==> config.mk <==
export PLATFORM = sky130hd
export DESIGN_NAME = debounced_key_port
export DESIGN_NICKNAME = d
export VERILOG_FILES = /design/src/rtl/debounced_key_port.sv
export SDC_FILE = /design/constraint.sdc
export NUM_CORES = 1
export LEC_CHECK = 0
export BUFFER_PORTS_ARGS = -buffer_cell sky130_fd_sc_hd__buf_2
export CORE_UTILIZATION = 60
export CTS_BUF_LIST = sky130_fd_sc_hd__clkbuf_4
export CTS_CLUSTER_DIAMETER = 100
export CTS_CLUSTER_SIZE = 16
export DETAILED_ROUTE_END_ITERATION = 6
export PLACE_DENSITY = 0.87
export SYNTH_ARGS = -nofsm -noshare
export SYNTH_HDL_FRONTEND = slang
export SYNTH_SLANG_ARGS = --single-unit
==> constraint.sdc <==
create_clock -name clk -period 2.86 [get_ports clk]
set_input_delay 0.143 -clock clk [delete_from_list [all_inputs] [get_ports clk]]
set_output_delay 0.143 -clock clk [all_outputs]
set_load 0.03 [all_outputs]
==> src/rtl/debounced_key_port.sv <==
// Pushbutton/switch bus port: synchronise, debounce, capture presses in a
// write-1-to-clear register and raise a maskable level interrupt.
module debounced_key_port #(
  parameter int WIDTH           = 4,
  parameter int DEBOUNCE_CYCLES = 500000,
  parameter int SYNC_STAGES     = 2,
  parameter int ACTIVE_LOW      = 1
) (
  input  logic             clk,
  input  logic             reset_n,
  input  logic [WIDTH-1:0] pins_in,
  input  logic [1:0]       address,
  input  logic             chipselect,
  input  logic             read,
  input  logic             write,
  input  logic [31:0]      writedata,
  output logic [31:0]      readdata,
  output logic             irq
);

  localparam int CW = $clog2(DEBOUNCE_CYCLES + 1);
  localparam logic [CW-1:0] CNT_LAST = CW'(DEBOUNCE_CYCLES - 1);
  localparam logic [WIDTH-1:0] IDLE_LEVEL = (ACTIVE_LOW != 0) ? '1 : '0;

  logic [WIDTH-1:0] sync_q [SYNC_STAGES];
  logic [CW-1:0]    cnt_q  [WIDTH];
  logic [CW-1:0]    cnt_d  [WIDTH];
  logic [WIDTH-1:0] pressed;
  logic [WIDTH-1:0] deb_q;
  logic [WIDTH-1:0] deb_d;
  logic [WIDTH-1:0] mask_q;
  logic [WIDTH-1:0] edge_q;
  logic [WIDTH-1:0] clr_bits;
  logic [WIDTH-1:0] rise;
  logic [31:0]      rd_mux;
  logic             rd_sel;
  logic             wr_sel;
  logic             unused_wdata;

  // Bus protocol: read/write strobes count only while chipselect is high and
  // never stall. A write acts on the clock edge it is sampled; a read returns
  // data on readdata one cycle later, which then holds until the next read.
  assign rd_sel = chipselect & read;
  assign wr_sel = chipselect & write;
  assign unused_wdata = ^writedata;

  always_ff @(posedge clk or negedge reset_n) begin
    if (!reset_n) begin
      for (int k = 0; k < SYNC_STAGES; k++) sync_q[k] <= IDLE_LEVEL;
    end else begin
      sync_q[0] <= pins_in;
      for (int k = 1; k < SYNC_STAGES; k++) sync_q[k] <= sync_q[k-1];
    end
  end

  // Internally 1 always means pressed, whatever the board polarity.
  assign pressed = sync_q[SYNC_STAGES-1] ^ IDLE_LEVEL;

  always_comb begin
    deb_d = deb_q;
    for (int i = 0; i < WIDTH; i++) begin
      cnt_d[i] = '0;
      if (pressed[i] != deb_q[i]) begin
        if (cnt_q[i] == CNT_LAST) deb_d[i] = pressed[i];
        else                      cnt_d[i] = cnt_q[i] + CW'(1);
      end
    end
  end

  // Capture uses the next debounced value so the edge bit sets together with deb.
  assign rise     = deb_d & ~deb_q;
  assign clr_bits = (wr_sel && address == 2'd3) ? writedata[WIDTH-1:0] : '0;

  always_comb begin
    rd_mux = '0;
    case (address)
      2'd0:    rd_mux = 32'(deb_q);
      2'd2:    rd_mux = 32'(mask_q);
      2'd3:    rd_mux = 32'(edge_q);
      default: rd_mux = '0;
    endcase
  end

  always_ff @(posedge clk or negedge reset_n) begin
    if (!reset_n) begin
      deb_q    <= '0;
      mask_q   <= '0;
      edge_q   <= '0;
      readdata <= '0;
      for (int i = 0; i < WIDTH; i++) cnt_q[i] <= '0;
    end else begin
      deb_q  <= deb_d;
      cnt_q  <= cnt_d;
      edge_q <= (edge_q & ~clr_bits) | rise;
      if (wr_sel && address == 2'd2) mask_q <= writedata[WIDTH-1:0];
      if (rd_sel) readdata <= rd_mux;
    end
  end

  assign irq = |(edge_q & mask_q);

endmodule

==> metrics.md, run 1 <==
| Metric | Value |
|---|---|
| Slew @ Worst Pin | approximately 0.66 ns |
| Period utilization | 0.751 |
| Final setup violation count | 0 |
| Outcome | completed |
| Detailed router's first-iteration violation count | about 130 |
| # diodes | 0 |
| Chip height | roughly 93 um |
| Drt wl/cell | 14.7 um |
| Largest net degree at the start of global routing | 52 |
| Pre-CTS worst setup slack | just over 0.7 ns |
| Commonest cells after routing, fill and taps aside | 92 x dfrtp_1, 71 x nor2_1, 38 x xnor2_1 |
| Port bufs | 19 |
| Cells along the critical path | or4_1 > or4_4 > o21bai_4 > nor2_1 |
| Max incr delay on CP | 0.58 ns |
| # rows | 32 |
| Clock Latency Late Sink | 0.46 ns |
| Post-Route WL | 9.49 mm |
| Crit Path Class | flop to flop |
| Relative slew slack | 0.559 |
| Worst min path class | input pin to flop |
| Worst Skew | about 0.025 ns |
| P&R area growth vs syn | 7.11% |
| Final Max Slew Viols | 0 |
| Critical Path RT | between 3 and 4 ns |
| Clock root buffer | clkbuf_4 |
| Dpl cells | between 600 and 700 |
| DR DRC count | 0 |
| Max Cap Viol | 0 |
| Commonest non-fill, non-tap cell in the layout | dfrtp_1 |
| CTS Buf Count | 9 |
| RD Place Congestion | roughly 0.86 |
| Layout Nets | 585 |
| Hold violation count in the final report | 0 |
| Via density | around 5.8 |
| Post-layout instance area | 0.00538 mm^2 |
| CTS sink cnt | 100 |
| Crit. End Element | flop |
| WP data arrival | 2.49 ns |
| Worst vdd ir | approximately 0.24 mV |
| Sum Neg Setup Slack | 0 ns |
| Placement Cell Area | 0.00512 mm^2 |
| Die X-Extent | between 90 and 100 um |
| Global Route Usage Sum | 0.238 |
| First-pass GRT wire length | between 15 and 20 mm |
| Clk buf depth | 2 |
| Antenna violations before repair | 0 |
| Initial Util | 0.636 |
| Unrepaired setup endpoints after global routing | no |
| Final core occ | 0.681 |
| Yosys warning total | 0 |
| Pwr/cell area | 473 mW/mm^2 |
| Prevailing post-synth register cell | dfrtp_1 |
| Fillers | slightly below 600 |
| DP HPWL | 6.69 mm |
| CTS tree | yes |
| IO Pins | 76 |
| Clock transition at path regs | 0.15 ns |
| Avg Cell Area, Syn | between 9 and 10 um^2 |
| Period minus WS final | 2.15 ns |
| Final cell count without fillers | 645 |
| Layout cell share with drive strength beyond 1 | 0.109 |
| Seq/Total Area, Yosys | 0.501 |
| Worst Path Max Fanout | 17 |
| Resize count post-CTS | 0 |
| Grt ovf | 0 |
| Worst Slack Setup Final | ~0.7 ns |
| Vias after detailed routing | about 3.7k |
| Fmax achieved | approximately 0.47 GHz |
| #FFs+latches synth | 100 |
| Pre-Repair DR Iteration Count | 4 |
| Synth Cell Area | around 0.005 mm^2 |
| P_leak | around 2.2 nW |
| Asr flop ratio synth | 1.00 |
| Number of global-route vias before repair | 3551 |
| CP max-delay cell | or4_4 |
| Final antenna-violating net count | 0 |
| H-tree levels | 3 |
| Mapped Cells | approximately 510 |
| Total Power | 2.54 mW |
| CP Launch Type | flop |
| Hold Slack | approximately 0.093 ns |
| Number of flops mapped to enable cells by yosys | 0 |
| Die area | roughly 0.0087 mm^2 |
| Core area | roughly 0.008 mm^2 |
| Post-synthesis cell type count | 46 |
-- critical path: cells and delay by family (launching register included) --
| family | cells | cell delay, ns |
|---|---|---|
| compound gates | 1 | 0.38 |
| simple gates | 3 | 1.22 |
| flops | 1 | 0.44 |
-- layout make-up --
type | instances | area (um^2) | area share
sequential | 100 | 2510 | 0.467
timing repair buffer | 32 | 230 | 0.0428
multi-input combinational | 379 | 2280 | 0.425
clock buffer | 11 | 82.6 | 0.0154
inverter | 16 | 60.1 | 0.0112
tap | 102 | 128 | 0.0237
clock inverter | 5 | 78.8 | 0.0147
-- power breakdown --
part           leakage, nW  internal (mW)  switching [mW]
clock network       0.0908          0.374           0.459
registers             1.35           1.46          0.0350
logic                0.771         0.0649           0.151
total                 2.21           1.90           0.645
-- logic make-up after synthesis --
family,after synthesis,share of synthesized area
and+or+nand+nor,226,0.235
DFF,100,0.501
AOI/OAI and AO/OA,57,0.0740
buffers and inverters,56,0.0646
xor gates and xnor gates,53,0.0925
muxes,11,0.0229
adders and majority gates,4,0.00997
other,1,0.000747
-- final timing paths --
check,cells past startpoint,to,start,slack [ns]
max,4,cnt_q[28],cnt_q[33],0.71
min,3,readdata[0],address[0],0.09
max in group asynchronous,3,sync_q[6],reset_n,1.90
min in group asynchronous,2,cnt_q[43],reset_n,0.23
max reg2reg,4,cnt_q[28],cnt_q[33],0.71
min reg2reg,0,sync_q[1],sync_q[5],0.37
-- what timing repair did --
item                                   in CTS  in global routing
endpoints found under the hold margin      58                  0
setup buffers                               0                  0
hold buffers                                9                  0
-- per-layer routing --
metal / routed length, um / GRT usage / vias up / part of all wire
met2: 4920 / 0.406 / 79 / 0.52
met1: 4100 / 0.297 / 1855 / 0.43
met5: 0 / 0 / - / 0
met3: 383 / 0.0626 / 6 / 0.040
li1: - / - / 1786 / -
met4: 83 / 0.0692 / 0 / 0.0088
-- synth_stat cells (2+ instances only) --
cell type	number	area, um^2
o21ai_1	2	10.0
xor2_1	15	131
and2_1	3	18.8
mux2_2	4	45.0
xnor2_1	38	333
or2_2	4	25.0
inv_1	16	60.1
nand2_1	30	113
nor4_1	14	87.6
and4_1	6	52.6
nor2_1	71	267
a31oi_1	4	25.0
nand3_1	31	155
nor3_1	13	65.1
nand3b_1	2	15.0
o31ai_1	10	75.1
nand4b_1	2	17.5
dfstp_2	8	210
a22oi_1	2	15.0
and3_1	6	37.5
nor4b_1	3	26.3
clkbuf_1	10	37.5
o21ai_0	15	75.1
ha_1	4	50.1
nand4_1	15	93.8
or2_1	2	12.5
a22o_1	3	26.3
or3_1	7	43.8
buf_4	28	210
a21oi_1	18	90.1
or4_1	10	75.1
mux2i_1	7	70.1
dfrtp_1	92	2300
-- registers in the layout (all words and copies together), names as in the netlist --
| signal | flops |
|---|---|
| cnt_q | 76 |
| deb_q | 4 |
| edge_q | 4 |
| mask_q | 4 |
| readdata | 4 |
| sync_q | 8 |
Note: power is estimated with default switching activity, not from simulation.
==> inputs of run 2 (changes only) <==
--- a/config.mk
+++ b/config.mk
@@ -6,12 +6,12 @@
 export NUM_CORES = 1
 export LEC_CHECK = 0
 export BUFFER_PORTS_ARGS = -buffer_cell sky130_fd_sc_hd__buf_2
-export CORE_UTILIZATION = 60
+export CORE_UTILIZATION = 53
 export CTS_BUF_LIST = sky130_fd_sc_hd__clkbuf_4
 export CTS_CLUSTER_DIAMETER = 100
 export CTS_CLUSTER_SIZE = 16
 export DETAILED_ROUTE_END_ITERATION = 6
-export PLACE_DENSITY = 0.87
+export PLACE_DENSITY = 0.82
 export SYNTH_ARGS = -nofsm -noshare
 export SYNTH_HDL_FRONTEND = slang
 export SYNTH_SLANG_ARGS = --single-unit
==> constraint.sdc (replaced) <==
create_clock -name clk -period 1.91 [get_ports clk]
set_input_delay 0.0955 -clock clk [delete_from_list [all_inputs] [get_ports clk]]
set_output_delay 0.0955 -clock clk [all_outputs]
set_load 0.03 [all_outputs]
==> run 2 against run 1 <==
Against the previous run: the flow now finishes with violations (negative setup slack); sequential power is 50% higher; design area is 2.7% higher; worst hold slack worse by 0.055 ns; sequential share of layout area down 1.2 points; wire length down 3.2%; global-route usage is 3.1 points lower; sequential cell count did not move; critical path type unchanged; highest routed layer unchanged.
==> metrics.md, run 2 (synthesis results as in run 1) <==
| Metric | Value |
|---|---|
| Biggest register | cnt_q (unchanged) |
| WP data arrival | 2.33 ns (was 2.49 ns) |
| Worst vdd ir | 0.524 mV (was 0.238 mV) |
| Multi-input logic area | 0.00228 mm^2 (unchanged) |
| Post-CTS setup buffer count | 0 (unchanged) |
| Number of global-route vias before repair | 3570 (was 3551) |
| Grt met1 use | 0.270 (was 0.297) |
| Worst Skew | 0.0134 ns (was 0.0247 ns) |
| Crit. End Element | flop (unchanged) |
| Pwr/cell area | 650 mW/mm^2 (was 473 mW/mm^2) |
| Final core occ | 0.600 (was 0.681) |
| Initial Util | 0.546 (was 0.636) |
| P&R area growth vs syn | 9.95% (was 7.11%) |
| Register area | 0.00251 mm^2 (unchanged) |
| Failing checks | negative setup slack |
| Crit Path Class | flop to flop (unchanged) |
| DR DRC count | 0 (unchanged) |
| CTS Buf Count | 9 (unchanged) |
| Fmax achieved | 0.502 GHz (was 0.465 GHz) |
| Commonest non-fill, non-tap cell in the layout | dfrtp_1 (unchanged) |
| Via density | 5.60 (was 5.78) |
| Layout cell share with drive strength beyond 1 | 0.139 (was 0.109) |
| Unrepaired setup endpoints after global routing | yes (was no) |
| Max Cap Viol | 0 (unchanged) |
| Worst Slack Setup Final | -0.0816 ns (was 0.711 ns) |
| Final Max Slew Viols | 0 (unchanged) |
| Port bufs | 19 (unchanged) |
| Post-Route WL | 9.19 mm (was 9.49 mm) |
| Critical Path RT | 2.25 ns (was 3.20 ns) |
| Die X-Extent | 99.3 um (was 93.5 um) |
| Final setup violation count | 19 (was 0) |
| First-pass GRT wire length | 16.2 mm (about the same) |
| Worst R2R Path Depth | 5 (was 4) |
| Grt ovf | 0 (unchanged) |
| CTS sink cnt | 100 (unchanged) |
| CTS tree | yes (unchanged) |
| Max FFs per register | 76 (unchanged) |
| RD Place Congestion | 0.865 (was 0.861) |
| GR Layer Usage met3 | 0.0443 (was 0.0626) |
| Clk buf depth | 2 (unchanged) |
| Sum Neg Setup Slack | -1.21 ns (was 0 ns) |
| Commonest cells after routing, fill and taps aside | 92 x dfrtp_1, 71 x nor2_1, 38 x xnor2_1 (unchanged) |
| Largest net degree at the start of global routing | 41 (was 52) |
| Core area | 0.00920 mm^2 (was 0.00789 mm^2) |
| Detailed router's first-iteration violation count | 151 (was 133) |
| Worst min path class | input pin to async pin (was input pin to flop) |
| Drt wl/cell | 13.6 um (was 14.7 um) |
| Worst Path Max Fanout | 17 (unchanged) |
| H-tree levels | 3 (unchanged) |
| Top flop regs | cnt_q: 76 flops, sync_q: 8 flops (unchanged) |
| Resize count post-CTS | 0 (unchanged) |
| DP HPWL | 6.64 mm (was 6.69 mm) |
| # rows | 35 (was 32) |
| Pre-Repair DR Iteration Count | 4 (unchanged) |
| Antenna violations before repair | 0 (unchanged) |
| Fillers | 750 (was 590) |
| Clock root buffer | clkbuf_4 (unchanged) |
| Hold Slack | 0.0378 ns (was 0.0930 ns) |
| Global Route Usage Sum | 0.207 (was 0.238) |
| Layout Nets | 604 (was 585) |
| CP Launch Type | flop (unchanged) |
| Chip height | 99.3 um (was 93.5 um) |
| GRT Max-Usage Layer | met2 (unchanged) |
| Clock Latency Late Sink | 0.45 ns (was 0.46 ns) |
| # diodes | 0 (unchanged) |
| IO Pins | 76 (unchanged) |
| Die area | 0.00986 mm^2 (was 0.00873 mm^2) |
| Outcome | complete, but fails checks (was completed) |
| Period minus WS final | 1.99 ns (was 2.15 ns) |
| Vias after detailed routing | 3769 (was 3726) |
| P_leak | 2.28 nW (was 2.21 nW) |
| Period utilization | 1.04 (was 0.751) |
| Total Power | 3.58 mW (was 2.54 mW) |
| Final antenna-violating net count | 0 (unchanged) |
| Hold violation count in the final report | 0 (unchanged) |
| Clock transition at path regs | 0.16 ns (was 0.15 ns) |
| Met2 Track Usage GR | 0.346 (was 0.406) |
run 2: cell count changes in the layout (fill, tap and decap cells not counted):
cell,delta
clkinvlp_4,+2
clkbuf_4,-1
inv_6,+1
clkinv_4,+2
bufinv_16,-2
clkinv_2,-2
buf_4,+17
buf_12,+2
run 2: worst paths after layout:
path | startpoint | end | slack, ns
worst max-delay path | cnt_q[33] | cnt_q[36] | -0.08
worst min-delay path | reset_n | cnt_q[47] | 0.04
worst max register to register | cnt_q[33] | cnt_q[36] | -0.08
worst min register to register | sync_q[7] | sync_q[3] | 0.37
max in group asynchronous | reset_n | sync_q[1] | 1.26
min in group clk | address[0] | readdata[1] | 0.05
run 2: per-layer routing:
layer | share of wire | wire length (um) | vias up
met2 | 0.51 | 4710 | 70
li1 | - | - | 1831
met3 | 0.032 | 293 | 8
met4 | 0.012 | 108 | 0
met1 | 0.44 | 4080 | 1860
met5 | 0 | 0 | -
run 2: repair_timing:
item / in CTS / in global routing
endpoints found under the hold margin: 109 / 0
hold buffers: 9 / 0
setup endpoints to repair: 19 / 20
pin swaps: 0 / 0
gates cloned: 0 / 0
run 2: final cells by class:
type,count,area share
sequential,100,0.455
multi-input combinational,379,0.414
timing repair buffer,51,0.0721
tap,111,0.0252
clock buffer,10,0.0136
inverter,16,0.0109
clock inverter,6,0.00907
run 2: metrics by stage:
stage               area [um^2]  setup WS (ns)  cells
finish                     5520        -0.0816    673
detailed placement         5300        -0.0516    648
floorplan                  5120        -0.0543    535
global placement           5300       -0.00485    648
CTS                        5520        -0.0876    673
global route               5520         -0.138    673
run 2: power by group:
part	leakage (nW)	switching [mW]	internal [mW]
Combinational	0.873	0.231	0.108
Sequential	1.35	0.0509	2.19
Clock	0.0632	0.715	0.294
Total	2.28	0.997	2.59
run 2: critical path, stage by stage, from the launching register on:
cell	delay, ns
dfrtp_1	0.41
or4_1	0.52
or4_4	0.59
o21bai_4	0.16
buf_12	0.16
a21oi_1	0.04
